==> config.mk <==
export PLATFORM = sky130hd
export DESIGN_NAME = dram_req_arbiter
export DESIGN_NICKNAME = d
export VERILOG_FILES = /design/src/rtl/dram_arb_pkg.sv /design/src/rtl/dram_arb_rr2.sv /design/src/rtl/dram_req_arbiter.sv
export SDC_FILE = /design/constraint.sdc
export NUM_CORES = 1
export LEC_CHECK = 0
export ABC_CLOCK_PERIOD_IN_PS = 1700
export CAP_MARGIN = 10
export CORE_AREA = 2 2 361 363
export DETAILED_ROUTE_END_ITERATION = 8
export DIE_AREA = 0 0 363 365
export GPL_ROUTABILITY_DRIVEN = 1
export PLACE_DENSITY_LB_ADDON = 0.12
export SYNTH_ARGS = -nofsm -noshare
export SYNTH_HDL_FRONTEND = slang
export SYNTH_HIERARCHICAL = 1
export SYNTH_SLANG_ARGS = --single-unit
==> constraint.sdc <==
create_clock -name clk_166_67_mhz -period 1.7 [get_ports clk_166_67_mhz]
set_input_delay 0.17 -clock clk_166_67_mhz [delete_from_list [all_inputs] [get_ports clk_166_67_mhz]]
set_output_delay 0.17 -clock clk_166_67_mhz [all_outputs]
set_load 0.01 [all_outputs]
==> src/rtl/dram_arb_pkg.sv <==
// dram_arb_pkg: shared types and default widths for the DRAM request arbiter.
package dram_arb_pkg;
   typedef enum logic [1:0] {CALIB, IDLE, ISSUE, RWAIT} arb_state_t;
   typedef logic port_id_t;
   typedef enum logic {OP_RD, OP_WR} op_t;
   localparam int DEF_APP_ADDR_WIDTH = 28;
   localparam int DEF_APP_DATA_WIDTH = 128;
   localparam int DEF_APP_MASK_WIDTH = 16;
   localparam int DEF_RD_TIMEOUT     = 1023;
endpackage

==> src/rtl/dram_arb_rr2.sv <==
// dram_arb_rr2: two-way round-robin pick; a tie goes to the port not granted last.
module dram_arb_rr2
   import dram_arb_pkg::*;
(
   input  logic [1:0] pending_i,
   input  port_id_t   last_grant_i,
   output logic       valid_o,
   output port_id_t   sel_o
);
   always_comb begin
      valid_o = |pending_i;
      sel_o   = &pending_i ? ~last_grant_i : pending_i[1];
   end
endmodule

==> src/rtl/dram_req_arbiter.sv <==
// dram_req_arbiter: shares one DRAM user interface between two requesters, one command in flight,
// read data routed back to its issuer and lost reads turned into error completions.
module dram_req_arbiter
   import dram_arb_pkg::*;
#(
   parameter int APP_ADDR_WIDTH = DEF_APP_ADDR_WIDTH,
   parameter int APP_DATA_WIDTH = DEF_APP_DATA_WIDTH,
   parameter int APP_MASK_WIDTH = DEF_APP_MASK_WIDTH,
   parameter int RD_TIMEOUT     = DEF_RD_TIMEOUT
) (
   input  logic                      clk_166_67_mhz,
   input  logic                      dram_rstx_async,
   input  logic                      p0_ren_i,
   input  logic                      p0_wen_i,
   input  logic [APP_ADDR_WIDTH-2:0] p0_addr_i,
   input  logic [APP_DATA_WIDTH-1:0] p0_wdata_i,
   input  logic [APP_MASK_WIDTH-1:0] p0_wmask_i,
   output logic                      p0_ack_o,
   output logic [APP_DATA_WIDTH-1:0] p0_rdata_o,
   output logic                      p0_rvalid_o,
   output logic                      p0_rerr_o,
   input  logic                      p1_ren_i,
   input  logic                      p1_wen_i,
   input  logic [APP_ADDR_WIDTH-2:0] p1_addr_i,
   input  logic [APP_DATA_WIDTH-1:0] p1_wdata_i,
   input  logic [APP_MASK_WIDTH-1:0] p1_wmask_i,
   output logic                      p1_ack_o,
   output logic [APP_DATA_WIDTH-1:0] p1_rdata_o,
   output logic                      p1_rvalid_o,
   output logic                      p1_rerr_o,
   output logic                      dram_ren_o,
   output logic                      dram_wen_o,
   output logic [APP_ADDR_WIDTH-2:0] dram_addr_o,
   output logic [APP_DATA_WIDTH-1:0] dram_wdata_o,
   output logic [APP_MASK_WIDTH-1:0] dram_wmask_o,
   input  logic                      dram_init_calib_complete_i,
   input  logic                      dram_busy_i,
   input  logic [APP_DATA_WIDTH-1:0] dram_rdata_i,
   input  logic                      dram_rdata_valid_i
);
   localparam logic [15:0] TIMEOUT = 16'(RD_TIMEOUT);

   arb_state_t                state_q, state_d;
   port_id_t                  owner_q, owner_d, last_q, last_d, sel;
   op_t                       op_q, op_d;
   logic                      grant, done;
   logic [APP_ADDR_WIDTH-2:0] addr_q, addr_d;
   logic [APP_DATA_WIDTH-1:0] wdata_q, wdata_d, rdata0_q, rdata0_d, rdata1_q, rdata1_d, rdata_new;
   logic [APP_MASK_WIDTH-1:0] wmask_q, wmask_d;
   logic                      ren_q, ren_d, wen_q, wen_d;
   logic [1:0]                ack_q, ack_d, rvalid_q, rvalid_d, rerr_q, rerr_d;
   logic [15:0]               cnt_q, cnt_d;

   dram_arb_rr2 u_rr2 (
      .pending_i    ({p1_ren_i | p1_wen_i, p0_ren_i | p0_wen_i}),
      .last_grant_i (last_q),
      .valid_o      (grant),
      .sel_o        (sel)
   );

   always_comb begin
      state_d   = state_q;
      owner_d   = owner_q;
      last_d    = last_q;
      op_d      = op_q;
      addr_d    = addr_q;
      wdata_d   = wdata_q;
      wmask_d   = wmask_q;
      ren_d     = ren_q;
      wen_d     = wen_q;
      ack_d     = '0;
      rvalid_d  = '0;
      rerr_d    = '0;
      cnt_d     = cnt_q;
      done      = 1'b0;
      rdata_new = dram_rdata_valid_i ? dram_rdata_i : '0;
      case (state_q)
         CALIB: state_d = dram_init_calib_complete_i ? IDLE : CALIB;
         IDLE:
            if (!dram_init_calib_complete_i) state_d = CALIB;
            else if (grant) begin
               owner_d    = sel;
               last_d     = sel;
               op_d       = (sel ? p1_wen_i : p0_wen_i) ? OP_WR : OP_RD;
               addr_d     = sel ? p1_addr_i : p0_addr_i;
               wdata_d    = sel ? p1_wdata_i : p0_wdata_i;
               wmask_d    = sel ? p1_wmask_i : p0_wmask_i;
               ren_d      = op_d == OP_RD;
               wen_d      = op_d == OP_WR;
               ack_d[sel] = 1'b1;
               state_d    = ISSUE;
            end
         ISSUE:
            if (!dram_busy_i) begin
               ren_d   = 1'b0;
               wen_d   = 1'b0;
               cnt_d   = '0;
               state_d = op_q == OP_WR ? IDLE : RWAIT;
            end
         RWAIT: begin
            cnt_d = cnt_q + 16'd1;
            // real data beats the watchdog when both land in the same cycle
            done  = dram_rdata_valid_i || cnt_q == TIMEOUT;
            if (done) begin
               rvalid_d[owner_q] = 1'b1;
               rerr_d[owner_q]   = !dram_rdata_valid_i;
               state_d           = IDLE;
            end
         end
         default: state_d = CALIB;
      endcase
   end

   assign rdata0_d = (done && !owner_q) ? rdata_new : rdata0_q;
   assign rdata1_d = (done && owner_q) ? rdata_new : rdata1_q;

   always_ff @(posedge clk_166_67_mhz or negedge dram_rstx_async) begin
      if (!dram_rstx_async) begin
         state_q  <= CALIB;
         owner_q  <= 1'b0;
         last_q   <= 1'b1;
         op_q     <= OP_RD;
         addr_q   <= '0;
         wdata_q  <= '0;
         wmask_q  <= '0;
         ren_q    <= 1'b0;
         wen_q    <= 1'b0;
         ack_q    <= '0;
         rvalid_q <= '0;
         rerr_q   <= '0;
         rdata0_q <= '0;
         rdata1_q <= '0;
         cnt_q    <= '0;
      end else begin
         state_q  <= state_d;
         owner_q  <= owner_d;
         last_q   <= last_d;
         op_q     <= op_d;
         addr_q   <= addr_d;
         wdata_q  <= wdata_d;
         wmask_q  <= wmask_d;
         ren_q    <= ren_d;
         wen_q    <= wen_d;
         ack_q    <= ack_d;
         rvalid_q <= rvalid_d;
         rerr_q   <= rerr_d;
         rdata0_q <= rdata0_d;
         rdata1_q <= rdata1_d;
         cnt_q    <= cnt_d;
      end
   end

   assign p0_ack_o     = ack_q[0];
   assign p1_ack_o     = ack_q[1];
   assign p0_rvalid_o  = rvalid_q[0];
   assign p1_rvalid_o  = rvalid_q[1];
   assign p0_rerr_o    = rerr_q[0];
   assign p1_rerr_o    = rerr_q[1];
   assign p0_rdata_o   = rdata0_q;
   assign p1_rdata_o   = rdata1_q;
   assign dram_ren_o   = ren_q;
   assign dram_wen_o   = wen_q;
   assign dram_addr_o  = addr_q;
   assign dram_wdata_o = wdata_q;
   assign dram_wmask_o = wmask_q;
endmodule

==> results <==
## worst max-delay path: stages, from the launching register on
cell	delay, ns
dfrtp_1	0.36
ha_2	0.19
and4_4	0.25
nand3_4	0.08
o21bai_4	0.12
buf_4	0.13
buf_12	0.14
buf_12	0.15
clkbuf_16	0.17
o21ai_0	0.08
## per-stage QoR
stage / utilization / setup WS [ns] / std cells / power, mW / TNS (ns)
after floorplan: - / 0.0476 / 2399 / 26.1 / 0
after global placement: 0.259 / -0.494 / 4990 / 41.0 / -105.11
after detailed placement: 0.259 / -0.516 / 4990 / 40.9 / -86.47
after CTS: 0.273 / -0.137 / 5114 / 52.5 / -9.63
after global routing: 0.275 / -0.236 / 5129 / 55.1 / -44.14
final: 0.275 / -0.115 / 5133 / 51.6 / -13.59
## area by class of cell
cell class	instances	share of cell area
antenna	7	0.000495
timing repair buffer	1107	0.308
tap	1675	0.0592
clock inverter	17	0.00633
inverter	260	0.0276
multi-input combinational	1518	0.224
sequential	456	0.322
clock buffer	93	0.0522
## timing repair
action                     in CTS  in global routing
hold endpoints to repair      457                  0
setup endpoints to repair     688                283
setup buffers                  10                  7
resized for setup             473                 13
cloned                          1                  6
pin swaps                       0                  2
hold buffers                    3                  0
## cells in the mapped netlist (2+ instances only)
master / instances / area (um2)
dfrtp_1: 455 / 11400
o21ai_0: 336 / 1680
nand2_1: 320 / 1200
nor2_1: 263 / 987
inv_1: 260 / 976
a21oi_1: 259 / 1300
mux2i_1: 173 / 1730
o21ai_1: 104 / 521
clkbuf_1: 91 / 342
buf_2: 51 / 255
buf_4: 15 / 113
nand3_1: 13 / 65.1
buf_1: 8 / 30.0
o211ai_1: 5 / 37.5
nand4_1: 4 / 25.0
or4_1: 4 / 30.0
nor2b_1: 3 / 18.8
or2_2: 3 / 18.8
a22o_1: 2 / 17.5
a31oi_1: 2 / 12.5
and2_1: 2 / 12.5
and4_1: 2 / 17.5
nor4_1: 2 / 12.5
o31ai_1: 2 / 15.0
## report_power, final
group          switching, mW  internal (mW)
registers               2.63           14.7
clock network           5.37           8.16
logic                   11.4           9.36
## registers in the layout, indices dropped and copies added, names as in the netlist, 2 cells and up
name          count
dram_wdata_o    128
p0_rdata_o      128
p1_rdata_o      128
dram_addr_o      27
cnt_q            16
dram_wmask_o     16
ack_q             2
rerr_q            2
rvalid_q          2
state_q           2
## final timing paths
path	startpoint	endpoint	slack, ns	depth (start not counted)
worst min register to register	dram_wdata_o[9]	dram_wdata_o[9]	0.47	2
worst min-delay path	dram_busy_i	dram_ren_o	0.12	3
worst max register to register	cnt_q[1]	p0_rdata_o[60]	-0.11	9
max in group asynchronous	dram_rstx_async	p0_rdata_o[66]	0.30	3
worst max-delay path	cnt_q[1]	p0_rdata_o[60]	-0.11	9
min in group asynchronous	dram_rstx_async	dram_wmask_o[14]	0.17	3
## metal layers
| layer | vias to the layer above | share of wire | routed length [um] | track usage |
|---|---|---|---|---|
| li1 | 9909 | - | - | - |
| met1 | 9456 | 0.44 | 50100 | 0.212 |
| met2 | 548 | 0.47 | 54200 | 0.275 |
| met3 | 128 | 0.067 | 7640 | 0.0493 |
| met4 | 32 | 0.018 | 2020 | 0.0349 |
| met5 | - | 0.0017 | 199 | 0 |
## cells by family (layout without fill, tap and decap cells)
kind of cell / Yosys count / after routing
multiplexers: 173 / 173
AO/OA/AOI/OAI: 718 / 718
buffers and inverters: 425 / 1477
XOR/XNOR: 1 / 1
AND/OR/NAND/NOR: 625 / 625
other: 0 / 7
adder cells (fa/ha/maj): 1 / 1
flip-flops: 456 / 456
==> impl_metrics.json <==
{
  "postLayoutSetupSlackWorst_ns": -0.115,
  "outcome": "finished, violations left",
  "period_share": 1.07,
  "layout_common_cells": "478 x clkdlybuf4s50_1, 454 x dfrtp_1, 424 x dlygate4sd2_1, 321 x o21ai_0, 320 x nand2_1",
  "clk_path_buf_depth": 3,
  "cp.arrival_ns": 2.34,
  "worstSetupPathType": "reg2reg",
  "grt_first_pass_wirelength_mm": 157,
  "core_area_mm2": 0.129,
  "max_freq_ghz": 0.551,
  "wirelength_mm": 114,
  "async_flop_share": 1.00,
  "ys_warn_count": 6,
  "antenna_left": 0,
  "synth_area_mm2": 0.0210,
  "synth_xor_area_frac": 0.000417,
  "grt_pass1_vias": 20100,
  "rsz0062_at_grt": "yes",
  "tightest_slew_ns": 0.800,
  "place.port_buffers": 913,
  "fp-row-count": 132,
  "skew_ns": 0.0381,
  "syn_avg_cell_area_um2": 8.75,
  "dieArea_mm2": 0.132,
  "placed_cell_area_mm2": 0.0334,
  "grt_use_total": 0.165,
  "critPathCaptureType": "register",
  "worstHoldPathType": "in2reg",
  "nets": 3883,
  "post-route-drc-count": 0,
  "fin_crit_ns": 1.81,
  "drive_above_1_share": 0.0901,
  "power.leakage_nw": 16.6,
  "cts.clk_slew.worst_paths_ns": 0.06,
  "via_per_inst": 3.91,
  "max-slew-margin-rel": 0.465,
  "wire_per_inst_um": 22.2,
  "synth_simple_gate_area_frac": 0.117,
  "setup_viol": 236,
  "cp_max_fo": 14,
  "dp_hpwl_mm": 89.7,
  "antenna_found_initial": 34,
  "die_width_um": 363,
  "drt_iter0_drc": 925,
  "cts-root-buf": "clkbuf_16",
  "design_area_mm2": 0.0354,
  "cts_sinks": 456,
  "slew_viol_final": 0,
  "htreeDepth": 2,
  "final_common_cell": "clkdlybuf4s50_1",
  "synth_compound_area_frac": 0.174,
  "synth_edf_count": 0,
  "synthDistinctLibCells": 44,
  "power_density_mw_per_mm2": 1460,
  "cts_buffers": 60,
  "yosys_most_used_dff": "dfrtp_1",
  "overflow": 0,
  "yosysSeqAreaShare": 0.543,
  "start_kind": "register",
  "grt_max_degree": 71,
  "fillers": 13900,
  "gp_congestion": 0.866,
  "finalHoldViolCount": 0,
  "start_util": 0.163,
  "synthCells": 2399,
  "violations": "setup timing",
  "ir_drop_mv": 0.716,
  "synth_fa_ha_area_frac": 0.000596,
  "die_h_um": 365,
  "ys_seq_elements": 456,
  "clk_latency_ns": 0.66,
  "synth_nets": 2879,
  "max-cap-violations": 0,
  "synth_top_family_by_area": "compound AO/OA/AOI/OAI gates",
  "multi_input_area_mm2": 0.00792,
  "vias": 20100,
  "holdWs_ns": 0.115,
  "pin_count": 914,
  "dr.pass1.iters": 5,
  "syn_to_final_growth_pct": 68.5,
  "cts_tree": "yes",
  "synthMuxAreaShare": 0.0825,
  "seqCellArea_mm2": 0.0114,
  "crit_required_ns": 2.23
}
No activity file was read; power rests on OpenSTA's default activity.
